===== config.mk =====
export PLATFORM = sky130hd
export DESIGN_NAME = i2c_master_arb
export DESIGN_NICKNAME = d
export VERILOG_FILES = /design/src/rtl/i2c_pkg.sv /design/src/rtl/rr_arbiter.sv /design/src/rtl/i2c_master_arb.sv
export SDC_FILE = /design/constraint.sdc
export NUM_CORES = 1
export LEC_CHECK = 0
export BUFFER_PORTS_ARGS = -buffer_cell sky130_fd_sc_hd__buf_4
export CAP_MARGIN = 20
export CORE_MARGIN = 3
export CORE_UTILIZATION = 48
export DETAILED_ROUTE_END_ITERATION = 16
export HOLD_SLACK_MARGIN = 0.15
export PLACE_DENSITY = 0.83
export SYNTH_ARGS = -nofsm -noshare
export SYNTH_HDL_FRONTEND = slang
export SYNTH_SLANG_ARGS = --single-unit

===== constraint.sdc =====
create_clock -name clk -period 5.99 [get_ports clk]
set_input_delay 0.2995 -clock clk [delete_from_list [all_inputs] [get_ports clk]]
set_output_delay 0.2995 -clock clk [all_outputs]
set_load 0.005 [all_outputs]

===== src/rtl/i2c_pkg.sv =====
// Shared constants and FSM encoding for the I2C master arbiter.
package i2c_pkg;

  localparam int unsigned I2C_ADDR_W = 16;

  typedef enum logic [1:0] {
    StIdle  = 2'd0,
    StIssue = 2'd1,
    StWait  = 2'd2,
    StResp  = 2'd3
  } arb_state_e;

endpackage


===== src/rtl/rr_arbiter.sv =====
// Round-robin selector: searches from last_grant+1 (mod NUM_REQ) for the first active request.
module rr_arbiter #(
  parameter  int unsigned NUM_REQ = 4,
  localparam int unsigned IDX_W   = $clog2(NUM_REQ)
) (
  input  logic [NUM_REQ-1:0] req,
  input  logic [IDX_W-1:0]   last_grant,
  output logic [NUM_REQ-1:0] grant,
  output logic               valid
);

  logic [IDX_W-1:0] sel;

  always_comb begin
    grant = '0;
    valid = 1'b0;
    sel   = '0;
    for (int unsigned i = 1; i <= NUM_REQ; i++) begin
      sel = IDX_W'((32'(last_grant) + i) % NUM_REQ);
      if (!valid && req[sel]) begin
        grant[sel] = 1'b1;
        valid      = 1'b1;
      end
    end
  end

endmodule


===== src/rtl/i2c_master_arb.sv =====
// Round-robin arbiter sharing one I2C master between NUM_REQ requesters.
// Optional watchdog enabled by defining I2C_MASTER_ARB_TIMEOUT_EN.
module i2c_master_arb
  import i2c_pkg::*;
#(
  parameter int unsigned NUM_REQ     = 4,
  parameter int unsigned WR_BITS     = 1,
  parameter int unsigned RD_BITS     = 1,
  parameter int unsigned TIMEOUT_CYC = 32'd1_000_000
) (
  input  logic                          clk,
  input  logic                          rst_n,
  input  logic [NUM_REQ-1:0]            i_req_valid,
  output logic [NUM_REQ-1:0]            o_req_ready,
  input  logic [NUM_REQ-1:0]            i_req_rh_wl,
  input  logic [NUM_REQ-1:0]            i_req_bit_ctrl,
  input  logic [NUM_REQ*I2C_ADDR_W-1:0] i_req_addr,
  input  logic [NUM_REQ*WR_BITS*8-1:0]  i_req_wdata,
  output logic [NUM_REQ-1:0]            o_rsp_valid,
  output logic [RD_BITS*8-1:0]          o_rsp_rdata,
  output logic                          o_rsp_ack,
  output logic                          o_rsp_timeout,
  output logic                          o_i2c_wvalid,
  input  logic                          i_i2c_wready,
  output logic                          o_cmd_bit_ctrl,
  output logic                          o_cmd_rh_wl,
  output logic [I2C_ADDR_W-1:0]         o_i2c_addr,
  output logic [WR_BITS*8-1:0]          o_i2c_wdata,
  input  logic [RD_BITS*8-1:0]          i_i2c_rdata,
  input  logic                          i_i2c_rvalid,
  input  logic                          i_i2c_done,
  input  logic                          i_i2c_ack,
  input  logic                          i_i2c_busy
);

  localparam int unsigned IDX_W = $clog2(NUM_REQ);
  localparam int unsigned WD_W  = WR_BITS * 8;
  localparam int unsigned RD_W  = RD_BITS * 8;

  arb_state_e state_q, state_d;

  logic [NUM_REQ-1:0]    arb_grant, grant_q;
  logic                  arb_valid, take, in_txn, wd_hit, rsp_to;
  logic [IDX_W-1:0]      grant_idx, idx_q, last_q;
  logic                  rh_wl_q, bit_ctrl_q, ack_q;
  logic [I2C_ADDR_W-1:0] addr_q;
  logic [WD_W-1:0]       wdata_q;
  logic [RD_W-1:0]       rdata_q;

  rr_arbiter #(
    .NUM_REQ (NUM_REQ)
  ) u_rr_arbiter (
    .req        (i_req_valid),
    .last_grant (last_q),
    .grant      (arb_grant),
    .valid      (arb_valid)
  );

  always_comb begin
    grant_idx = '0;
    for (int unsigned i = 0; i < NUM_REQ; i++) begin
      if (arb_grant[i]) grant_idx = IDX_W'(i);
    end
  end

  assign take   = (state_q == StIdle) && !i_i2c_busy && arb_valid;
  assign in_txn = (state_q == StIssue) || (state_q == StWait);

`ifdef I2C_MASTER_ARB_TIMEOUT_EN
  logic [31:0] wd_q;
  logic        timeout_q;

  assign wd_hit = in_txn && (wd_q == 32'(TIMEOUT_CYC - 1));
  assign rsp_to = timeout_q;

  // A done arriving on the expiry cycle still counts as a real completion.
  always_ff @(posedge clk or negedge rst_n) begin
    if (!rst_n) begin
      wd_q      <= '0;
      timeout_q <= 1'b0;
    end else if (take) begin
      wd_q      <= '0;
      timeout_q <= 1'b0;
    end else if (in_txn) begin
      wd_q <= wd_q + 32'd1;
      if (wd_hit && !((state_q == StWait) && i_i2c_done)) timeout_q <= 1'b1;
    end
  end
`else
  assign wd_hit = 1'b0;
  assign rsp_to = 1'b0;
`endif

  always_ff @(posedge clk or negedge rst_n) begin
    if (!rst_n) state_q <= StIdle;
    else        state_q <= state_d;
  end

  always_comb begin
    state_d = state_q;
    unique case (state_q)
      StIdle:  if (take) state_d = StIssue;
      StIssue: begin
        if (wd_hit)            state_d = StResp;
        else if (i_i2c_wready) state_d = StWait;
      end
      StWait:  if (i_i2c_done || wd_hit) state_d = StResp;
      StResp:  state_d = StIdle;
      default: state_d = StIdle;
    endcase
  end

  // Ready is gated by rst_n so it drops at once while reset is held.
  always_comb begin
    o_req_ready   = (rst_n && take) ? arb_grant : '0;
    o_i2c_wvalid  = (state_q == StIssue);
    o_rsp_valid   = (state_q == StResp) ? grant_q : '0;
    o_rsp_rdata   = ((state_q == StResp) && !rsp_to) ? rdata_q : '0;
    o_rsp_ack     = (state_q == StResp) && ack_q && !rsp_to;
    o_rsp_timeout = (state_q == StResp) && rsp_to;
  end

  assign o_cmd_rh_wl    = rh_wl_q;
  assign o_cmd_bit_ctrl = bit_ctrl_q;
  assign o_i2c_addr     = addr_q;
  assign o_i2c_wdata    = wdata_q;

  always_ff @(posedge clk or negedge rst_n) begin
    if (!rst_n) begin
      grant_q    <= '0;
      idx_q      <= '0;
      last_q     <= IDX_W'(NUM_REQ - 1);
      rh_wl_q    <= 1'b0;
      bit_ctrl_q <= 1'b0;
      addr_q     <= '0;
      wdata_q    <= '0;
      rdata_q    <= '0;
      ack_q      <= 1'b0;
    end else begin
      if (take) begin
        grant_q    <= arb_grant;
        idx_q      <= grant_idx;
        rh_wl_q    <= i_req_rh_wl[grant_idx];
        bit_ctrl_q <= i_req_bit_ctrl[grant_idx];
        addr_q     <= i_req_addr[int'(grant_idx)*I2C_ADDR_W +: I2C_ADDR_W];
        wdata_q    <= i_req_wdata[int'(grant_idx)*WD_W +: WD_W];
        rdata_q    <= '0;
        ack_q      <= 1'b0;
      end
      // Write commands never capture read data, so their response data stays zero.
      if (state_q == StWait) begin
        if (i_i2c_rvalid && rh_wl_q) rdata_q <= i_i2c_rdata;
        if (i_i2c_done)              ack_q   <= i_i2c_ack;
      end
      if (state_q == StResp) last_q <= idx_q;
    end
  end

endmodule


Word-level counts from Yosys, hierarchy flattened

Cells that the tools add are included.

$add $sub $neg: 4
Order comparisons: 9
Equality and inequality tests: 6
Shift operators: 2
Muxes and demuxes: 44
Bitwise operators: 3
Reductions and logical operators: 18

Operators with widths:

| kind                                                        | count |
|---|---|
| indexed part select 64 x 7 -> 16 bit                        | 1 |
| two-way mux 8 bit                                           | 4 |
| indexed part select 32 x 6 -> 8 bit                         | 1 |
| two-way mux 4 bit                                           | 6 |
| two-way mux 1 bit                                           | 18 |
| less-than comparator 2 x 3 -> 1 bit (second input constant) | 5 |
| binary-select mux 1 bit (select 2 bit)                      | 6 |
| logical AND 1 bit                                           | 12 |
| bitwise OR 4 bit                                            | 3 |
| two-way mux 2 bit                                           | 5 |
| demux 1 bit (select 2 bit)                                  | 4 |
| >= comparator 2 x 1 -> 1 bit (second input constant)        | 4 |
| case mux 2 bit (4 select lines)                             | 1 |
| adder 2 x 1 -> 2 bit (second input constant)                | 2 |
| adder 2 bit (second input constant)                         | 2 |
| == test 2 bit (second input constant)                       | 2 |
| logical NOT 1 bit                                           | 4 |
| inequality test 2 bit (second input constant)               | 2 |
| AND reduction 3 bit                                         | 1 |
| == test 2 x 1 -> 1 bit (second input constant)              | 1 |
| logical NOT 2 bit                                           | 1 |
| inequality test 2 x 1 -> 1 bit (second input constant)      | 1 |

Register bits after elaboration: 45
Input port bits: 123
Output and inout port bits: 45
Word-level logic and storage cells: 96

Depth between registers and ports, before layout

Gate-level depths: netlist (run 1).

Word-level depth: 18
Depth in mapped cells: 11
Mapped depth without buffers: 8

Modules after synthesis

Synthesis (run 1) repeated with hierarchy kept, for this count alone.

Cells, all modules: 284
Area, all modules: 2,912.8 um^2

By module, submodules not included:

| module         | instances | cells an instance | area an instance (um^2) | sequential area each (um^2) |
|---|---|---|---|---|
| i2c_master_arb | 1         | 236               | 2,497.4                 | 1,128.6 |
| rr_arbiter     | 1         | 48                | 415.4                   | 0.0 |

Worst setup path before layout (run 1)

OpenSTA, ideal clock, no wires.

Path type: register -> register
From: register last_q[0]
To: register addr_q[10], in the netlist o_i2c_addr[10]
Setup time: 0.135 ns
Arrival: 2.705 ns
Required time: 5.855 ns
Slack: 3.150 ns
Cell stages (with the launch flop): 10
Path buffers: 3
Period minus slack after synthesis: 2.840 ns
Cells stage by stage: dfstp_2 -> buf_2 -> mux4_2 -> and2_1 -> o211a_1 -> or4_1 -> buf_2 -> buf_6 -> a221oi_2 -> o31ai_1

Cells in the longest elaborated chain, start to end: 17
Elaborated cells on any way between the ends: 54
Those cells by class: 4 x add/sub; 8 x order compare; 1 x shift; 27 x mux; 3 x bitwise; 11 x reduce/logical

Ends and longest elaborated chain:

| element                                                                      | RTL line              | text |
|---|---|---|
| from (decl)                                                                  | i2c_master_arb.sv:44  | `logic [IDX_W-1:0] grant_idx, idx_q, last_q;` |
| from (signal assigned)                                                       | i2c_master_arb.sv:132 | `last_q <= IDX_W'(NUM_REQ - 1);` |
| from (signal assigned)                                                       | i2c_master_arb.sv:155 | `if (state_q == StResp) last_q <= idx_q;` |
| branches (longest 17 deep; another with less-than comparator 2 x 3 -> 1 bit) | --                    |  |
| to (signal assigned)                                                         | i2c_master_arb.sv:145 | `addr_q <= i_req_addr[int'(grant_idx)*I2C_ADDR_W +: I2C_ADDR_W];` |
| to (decl)                                                                    | i2c_master_arb.sv:46  | `logic [I2C_ADDR_W-1:0] addr_q;` |

Parallel ways; which one is timed is not known. The select of a mux whose other input is x is not followed.
A chain may end at the register's enable or synchronous reset.

Final worst setup path (run 1)

From: register last_q[0]
To: output port o_req_ready[2]

Cells in the longest elaborated chain, start to end: 16
Elaborated cells on any way between the ends: 52
Those cells by class: 4 x add/sub; 8 x order compare; 25 x mux; 3 x bitwise; 12 x reduce/logical

Ends and longest elaborated chain:

| element                                                                      | RTL line              | text |
|---|---|---|
| branches (longest 15 deep; another with less-than comparator 2 x 3 -> 1 bit) | --                    |  |
| two-way mux 4 bit (*)                                                        | i2c_master_arb.sv:115 | `o_req_ready = (rst_n && take) ? arb_grant : '0;` |
| to (decl)                                                                    | i2c_master_arb.sv:14  | `output logic [NUM_REQ-1:0] o_req_ready,` |

Mark *: on every way between the ends. The select of a mux whose other input is x is not followed.

==> results of run 1 <==
-- stage by stage --
stage	area [µm²]	setup slack, ps	instances	power (mW)	utilization
after CTS	4740	2170	620	2.33	0.722
after detailed placement	4620	2460	611	2.10	0.703
after global routing	4740	1990	620	2.51	0.722
after global placement	4620	2600	611	2.03	0.703
final	4740	2160	620	2.34	0.722
after floorplan	3350	3150	378	1.62	-
-- critical path, cell delays in order, from the launching register on --
cell,delay [ps]
dfstp_2,680
mux4_2,680
and2_1,230
o211a_1,220
nor4_2,790
buf_4,410
nor2_1,80
buf_4,140
-- area by class of cell --
type,count,area [µm²]
Multi-Input combinational cell,292,2040
Fill cell,535,1830
Timing Repair Buffer,175,1320
Sequential cell,45,1130
Tap cell,93,116
Clock buffer,5,68.8
Clock inverter,3,43.8
Inverter,7,26.3
-- logic make-up (layout without fill, tap and decap cells) --
logic type               Yosys count  in the layout
adder cells (fa/ha/maj)           13             13
multiplexers                       6              6
buffers and inverters             41            190
AO/OA/AOI/OAI                    113            113
other                              1              1
AND/OR/NAND/NOR                  159            159
flip-flops                        45             45
-- worst min path at each step --
stage	start	endpoint	slack (ps)
after floorplan	rst_n	ack_q	4
after global placement	rst_n	rdata_q[1]	340
after detailed placement	rst_n	rdata_q[1]	350
after CTS	i_i2c_rdata[1]	rdata_q[1]	210
after global routing	i_i2c_rdata[1]	rdata_q[1]	210
final	i_i2c_rdata[1]	rdata_q[1]	200
-- what timing repair did --
item,4_1_cts,5_1_grt
setup endpoints to repair,0,0
hold endpoints to repair,43,0
hold buffers,1,0
-- registers in the layout, indices dropped and copies added, names as in the netlist --
name and cells:
state_q 2, last_q 2, grant_q 4, ack_q 1, o_cmd_bit_ctrl 1, o_i2c_addr 16
o_i2c_wdata 8, rdata_q 8, idx_q 2, o_cmd_rh_wl 1
-- where the power goes --
group          internal [mW]  switching (mW)  total, mW
sequential             0.455           0.107      0.562
clock                  0.125           0.109      0.234
combinational          0.706           0.834       1.54
total                   1.29            1.05       2.34
-- layout by cell type, fill, tap and decap left out, types with 2 or more instances in the layout --
cell / netlist / layout
o211ai_1: 4 / 4
o21a_1: 3 / 3
o21ai_0: 16 / 16
a31oi_1: 2 / 2
and2_1: 18 / 18
ha_1: 13 / 13
and3_1: 27 / 27
buf_4: 1 / 174
a21oi_1: 3 / 3
nor2_1: 31 / 31
a2bb2oi_1: 26 / 26
mux2i_1: 3 / 3
mux2_2: 2 / 2
dfrtp_1: 43 / 43
o31ai_1: 26 / 26
a221oi_1: 6 / 6
and3b_1: 2 / 2
clkbuf_8: 0 / 5
nor2b_1: 2 / 2
inv_1: 7 / 7
dfstp_2: 2 / 2
nor3b_1: 10 / 10
nand2_1: 59 / 59
nand3_1: 2 / 2
or4_1: 2 / 2
a221oi_2: 20 / 20
o211a_1: 2 / 2
-- synthesized netlist by cell type, types with 3 or more instances --
master     number
o21a_1          3
o21ai_0        16
a2bb2oi_1      26
inv_1           7
buf_2           9
a21oi_1         3
a221oi_2       20
nor3b_1        10
nand2_1        59
ha_1           13
clkbuf_1       19
o31ai_1        26
dfrtp_1        43
a221oi_1        6
o211ai_1        4
mux2i_1         3
nor2_1         31
and3_1         27
and2_1         18
-- per-layer routing --
layer  vias to the layer above  part of all wire  GRT usage
li1                       1692                 -          -
met1                      1699              0.40      0.361
met2                       214              0.49      0.462
met3                        22             0.093     0.0639
met4                         0             0.020     0.0622
met5                         -                 0          0
==> metrics.txt, run 1 <==
outcome=completed; Initial Util=0.511; Congestion Overflow GR=0; Placer Congestion=about 0.94; post-synthesis cell count=378; FF-to-FF Start=last_q[0]; DR DRC count=0; Post-synth EDFFs=0; Worst Setup EP=o_req_ready[2]; Area growth, synth to finish=41.3%; # setup viols final=0; critical path arrival=3530 ps; Core ar.=6570 µm²; Reg-to-Reg End=o_i2c_wdata[3]; Power Density=493 nW/µm²; worst setup path category=register to output pin; Worst-path clk slew=~90 ps; #FFs+latches synth=45; Hold Path Class=input port to register; Async S/R FF share, synth=1.00; share of cells above drive strength 1=0.395; CP startpoint=last_q[0]; fmax=261 MHz; largest area contributor in the netlist=dfrtp_1; # nets final=662; Die Y=89.6 µm; flop2flop setup slack=approximately 2400 ps; total track usage=0.275; XOR/XNOR Fraction of Synth Area=0; die width=89.6 µm; Final Hold Fails=0; clock skew after layout=8.23 ps; leading post-synthesis cells by cell area=dfrtp_1 32%, a221oi_2 9.0%, a2bb2oi_1 6.8%, nand2_1 6.6%, o31ai_1 5.8%; initial antenna violation count=0; post-synthesis mux area share=0.0224; first-pass GRT wire length=17300 µm; Crit path required time=between 5000 and 6000 ps; sequential fraction of the synthesis area=0.337; compound-gate portion of the synthesized area=0.297; sum of negative setup slack=0 ps; vias in the first global route=3553; min cycle time layout=3830 ps; # IOs=168; maxcap violations=0; slew at the pin with the worst max-slew slack=around 1000 ps; row cnt=29; Via Count=3627; post-synthesis cell type count=44; Worst Hold Slack=205 ps; pin count of the biggest net entering global routing=47; Post CTS Setup Buffer Count=0; Post-Synth Simple-Gate Area=0.238; final slew viol count=0; Buffers on Ports=between 150 and 200; top cell type's share of synthesized area=0.321; CTS buffer count=5; leakage=2.27 nW; WHS Path Cells=3; Avg Cell Area, Syn=between 8 and 9 µm²; post-cts resize count=0; DRT Pass-1 Iters=5; CTS tree=done; H-tree depth=2; Syn. warnings=0; CP Launch Type=register; R2R cell count=9; syn_nets=514; DR vias/cell=5.85; post-synthesis adder-cell area fraction=0.0485; DR iter-0 viols=254; clock sinks=45; Max VDD drop=0.000227 V; drt wl/cell=18.2 µm; WL final=approximately 11000 µm; RSZ-0062 raised after global routing=no; kind of end point of the critical path=output pin; CTS Buffer Depth=2; Die Area=between 8000 and 9000 µm²; Detail Route Antenna Nets=0; Mapped Area=3350 µm²; Clock Root Buffer=clkbuf_8; later-pin clock latency in the skew report=around 300 ps; CP Max Fanout=22; hpwl dp=8260 µm; Diodes inserted=0; slew margin rel.=0.325; commonest register cell after synthesis=dfrtp_1; crit share post-route=0.640; largest family of logic cells by synthesized area=compound AO/OA/AOI/OAI gates
No activity file was read; power rests on OpenSTA's default activity.
==> run 2: changes to the inputs <==
--- a/config.mk
+++ b/config.mk
@@ -8,10 +8,10 @@
 export BUFFER_PORTS_ARGS = -buffer_cell sky130_fd_sc_hd__buf_4
 export CAP_MARGIN = 20
 export CORE_MARGIN = 3
-export CORE_UTILIZATION = 48
+export CORE_UTILIZATION = 47
 export DETAILED_ROUTE_END_ITERATION = 16
 export HOLD_SLACK_MARGIN = 0.15
-export PLACE_DENSITY = 0.83
+export PLACE_DENSITY = 0.82
 export SYNTH_ARGS = -nofsm -noshare
 export SYNTH_HDL_FRONTEND = slang
 export SYNTH_SLANG_ARGS = --single-unit
==> constraint.sdc (replaced) <==
create_clock -name clk -period 3.6 [get_ports clk]
set_input_delay 0.18 -clock clk [delete_from_list [all_inputs] [get_ports clk]]
set_output_delay 0.18 -clock clk [all_outputs]
set_load 0.005 [all_outputs]
==> run 2 against run 1 <==
Cell count rose by 2.7%. Routed wire length grew 2.3%. Register-to-register slack lost 2000 ps. Critical path depth is 2 higher.
==> metrics.txt, run 2 (synthesis results as in run 1) <==
outcome=completed; die width=90.5 µm (+0.99%); Routed met2 length=5820 µm (+5.2%); max reg flops=16 (unchanged); hpwl dp=8340 µm (+0.86%); Max VDD drop=0.000417 V (+84%); clock skew after layout=8.24 ps (+0.0123 ps); CP startpoint=last_q[0]; min cycle time layout=3220 ps; crit share post-route=0.893; Hold Path Class=input port to register; Setup WS post-layout=384 ps (-1770 ps); # nets final=676 (+2.1%); H-tree depth=2 (unchanged); pre-CTS WS=455 ps (-2010 ps); Worst-path clk slew=80 ps (about the same); DRT Pass-1 Iters=5 (unchanged); initial antenna violation count=0 (unchanged); commonest non-fill, non-tap cell in the layout=buf_4; RSZ-0062 raised after global routing=no; CTS buffer count=5 (unchanged); WL final=11500 µm (+2.3%); Buffers on Ports=166 (unchanged); first-pass GRT wire length=18400 µm (+6.5%); crit path max-delay cell type=dfstp_2; Post CTS Setup Buffer Count=0 (unchanged); DR vias/cell=5.75 (-1.7%); wire length on met3=993 µm (-5.7%); final std cells w/o fill=637 (+2.7%); Via Count=3662 (+0.96%); Initial Util=0.488 (-0.0224); later-pin clock latency in the skew report=300 ps (about the same); CP most frequent cell=inv_1; Metal-1 WL=4530 µm (+1.5%); Diodes inserted=0 (unchanged); Final Hold Fails=0 (unchanged); Placer Congestion=0.916 (-2.9%); Crit path required time=3420 ps (-2270 ps); hold wc startpoint=i_i2c_done; CP Launch Type=register; FF-to-FF Start=last_q[0]; Clock Root Buffer=clkbuf_8; row cnt=30 (+3.4%); final slew viol count=0 (unchanged); DR iter-0 viols=139 (-45%); cts hold-fix bufs=10 (+9); Core ar.=6870 µm² (+4.6%); CP Max Fanout=24 (+9.1%); fmax=between 300 and 400 MHz; slew margin rel.=0.509 (+0.184); flop2flop setup slack=420 ps (-1960 ps); Die Area=8180 µm² (+2.0%); # setup viols final=0 (unchanged); # IOs=168 (unchanged); post-cts resize count=0 (unchanged); DR DRC count=0 (unchanged); clock sinks=45 (unchanged); Power Density=802 nW/µm² (+63%); CP top delay family=buffers and inverters; # fillers=560 (+4.7%); kind of end point of the critical path=output pin; CP Buf/Inv Count=4 (+2); maxcap violations=0 (unchanged); placed cells=619 (+1.3%); critical path arrival=3040 ps (-490 ps); WHS Path Cells=3 (unchanged); hold path endpoint=ack_q; Die Y=90.5 µm (+0.99%); pin count of the biggest net entering global routing=47 (unchanged); sum of negative setup slack=0 ps (unchanged); crit path cell chain=inv_1 -> ha_1 -> inv_1 -> mux2i_1 -> nand2_1 -> nand4_1 -> buf_12 -> nor2b_1 -> buf_4; slew at the pin with the worst max-slew slack=716 ps (-294 ps); DR top layer=met4; Detail Route Antenna Nets=0 (unchanged); CP peak stage delay=680 ps (-110 ps); drt wl/cell=18.1 µm (-0.41%); leakage=2.32 nW (+2.2%); Reg-to-Reg End=o_i2c_wdata[3]; Final Power=3.89 mW (+67%); worst setup path category=register to output pin; CTS Buffer Depth=2 (unchanged); R2R cell count=7 (-2); total track usage=0.275 (about the same); vias in the first global route=3735 (+5.1%); Area growth, synth to finish=44.7%; most frequent cells in the layout=178 x buf_4, 59 x nand2_1, 43 x dfrtp_1, 31 x nor2_1, 27 x and3_1; Congestion Overflow GR=0 (unchanged); share of cells above drive strength 1=0.392 (-0.00282); CTS tree=done
-- run 2: through the flow --
step	hold slack (ps)	cell area (µm²)	util
finish	153	4850	0.707
global route	161	4850	0.707
CTS	156	4850	0.707
detailed placement	221	4670	0.680
global placement	224	4670	0.680
floorplan	-116	3350	-
-- run 2: power breakdown --
part | total [mW] | switching, mW | internal, mW
logic | 2.66 | 1.42 | 1.24
clock network | 0.306 | 0.172 | 0.135
registers | 0.930 | 0.173 | 0.757
-- run 2: worst register-to-register path, delay by kind of cell (launching register included) --
family | cells | cell delay [ps]
flops | 1 | 680
mux | 1 | 680
compound gates | 3 | 660
buf+inv | 1 | 280
simple gates | 2 | 760
-- run 2: cell type report --
| type | count | area [µm²] | area share |
|---|---|---|---|
| clock inverter | 2 | 10.0 | 0.00206 |
| inverter | 7 | 26.3 | 0.00541 |
| timing repair buffer | 189 | 1460 | 0.300 |
| multi-input combinational | 292 | 2040 | 0.420 |
| clock buffer | 6 | 72.6 | 0.0150 |
| tap | 96 | 120 | 0.0247 |
| sequential | 45 | 1130 | 0.233 |
-- run 2: how the worst max path moves through the flow --
stage          depth (start not counted)  slack (ps)              to
2_1_floorplan                          9         760  o_i2c_addr[10]
3_3_place_gp                           7         610  o_i2c_wdata[3]
3_5_place_dp                           7         450  o_i2c_wdata[0]
4_1_cts                                9         380  o_req_ready[1]
5_1_grt                                7         150  o_req_ready[1]
6_report                               9         380  o_req_ready[1]
-- run 2: layer usage --
metal	vias up	global-route usage
met4	0	0.0931
met5	-	0
met2	179	0.469
met3	19	0.0642
met1	1746	0.341
li1	1718	-
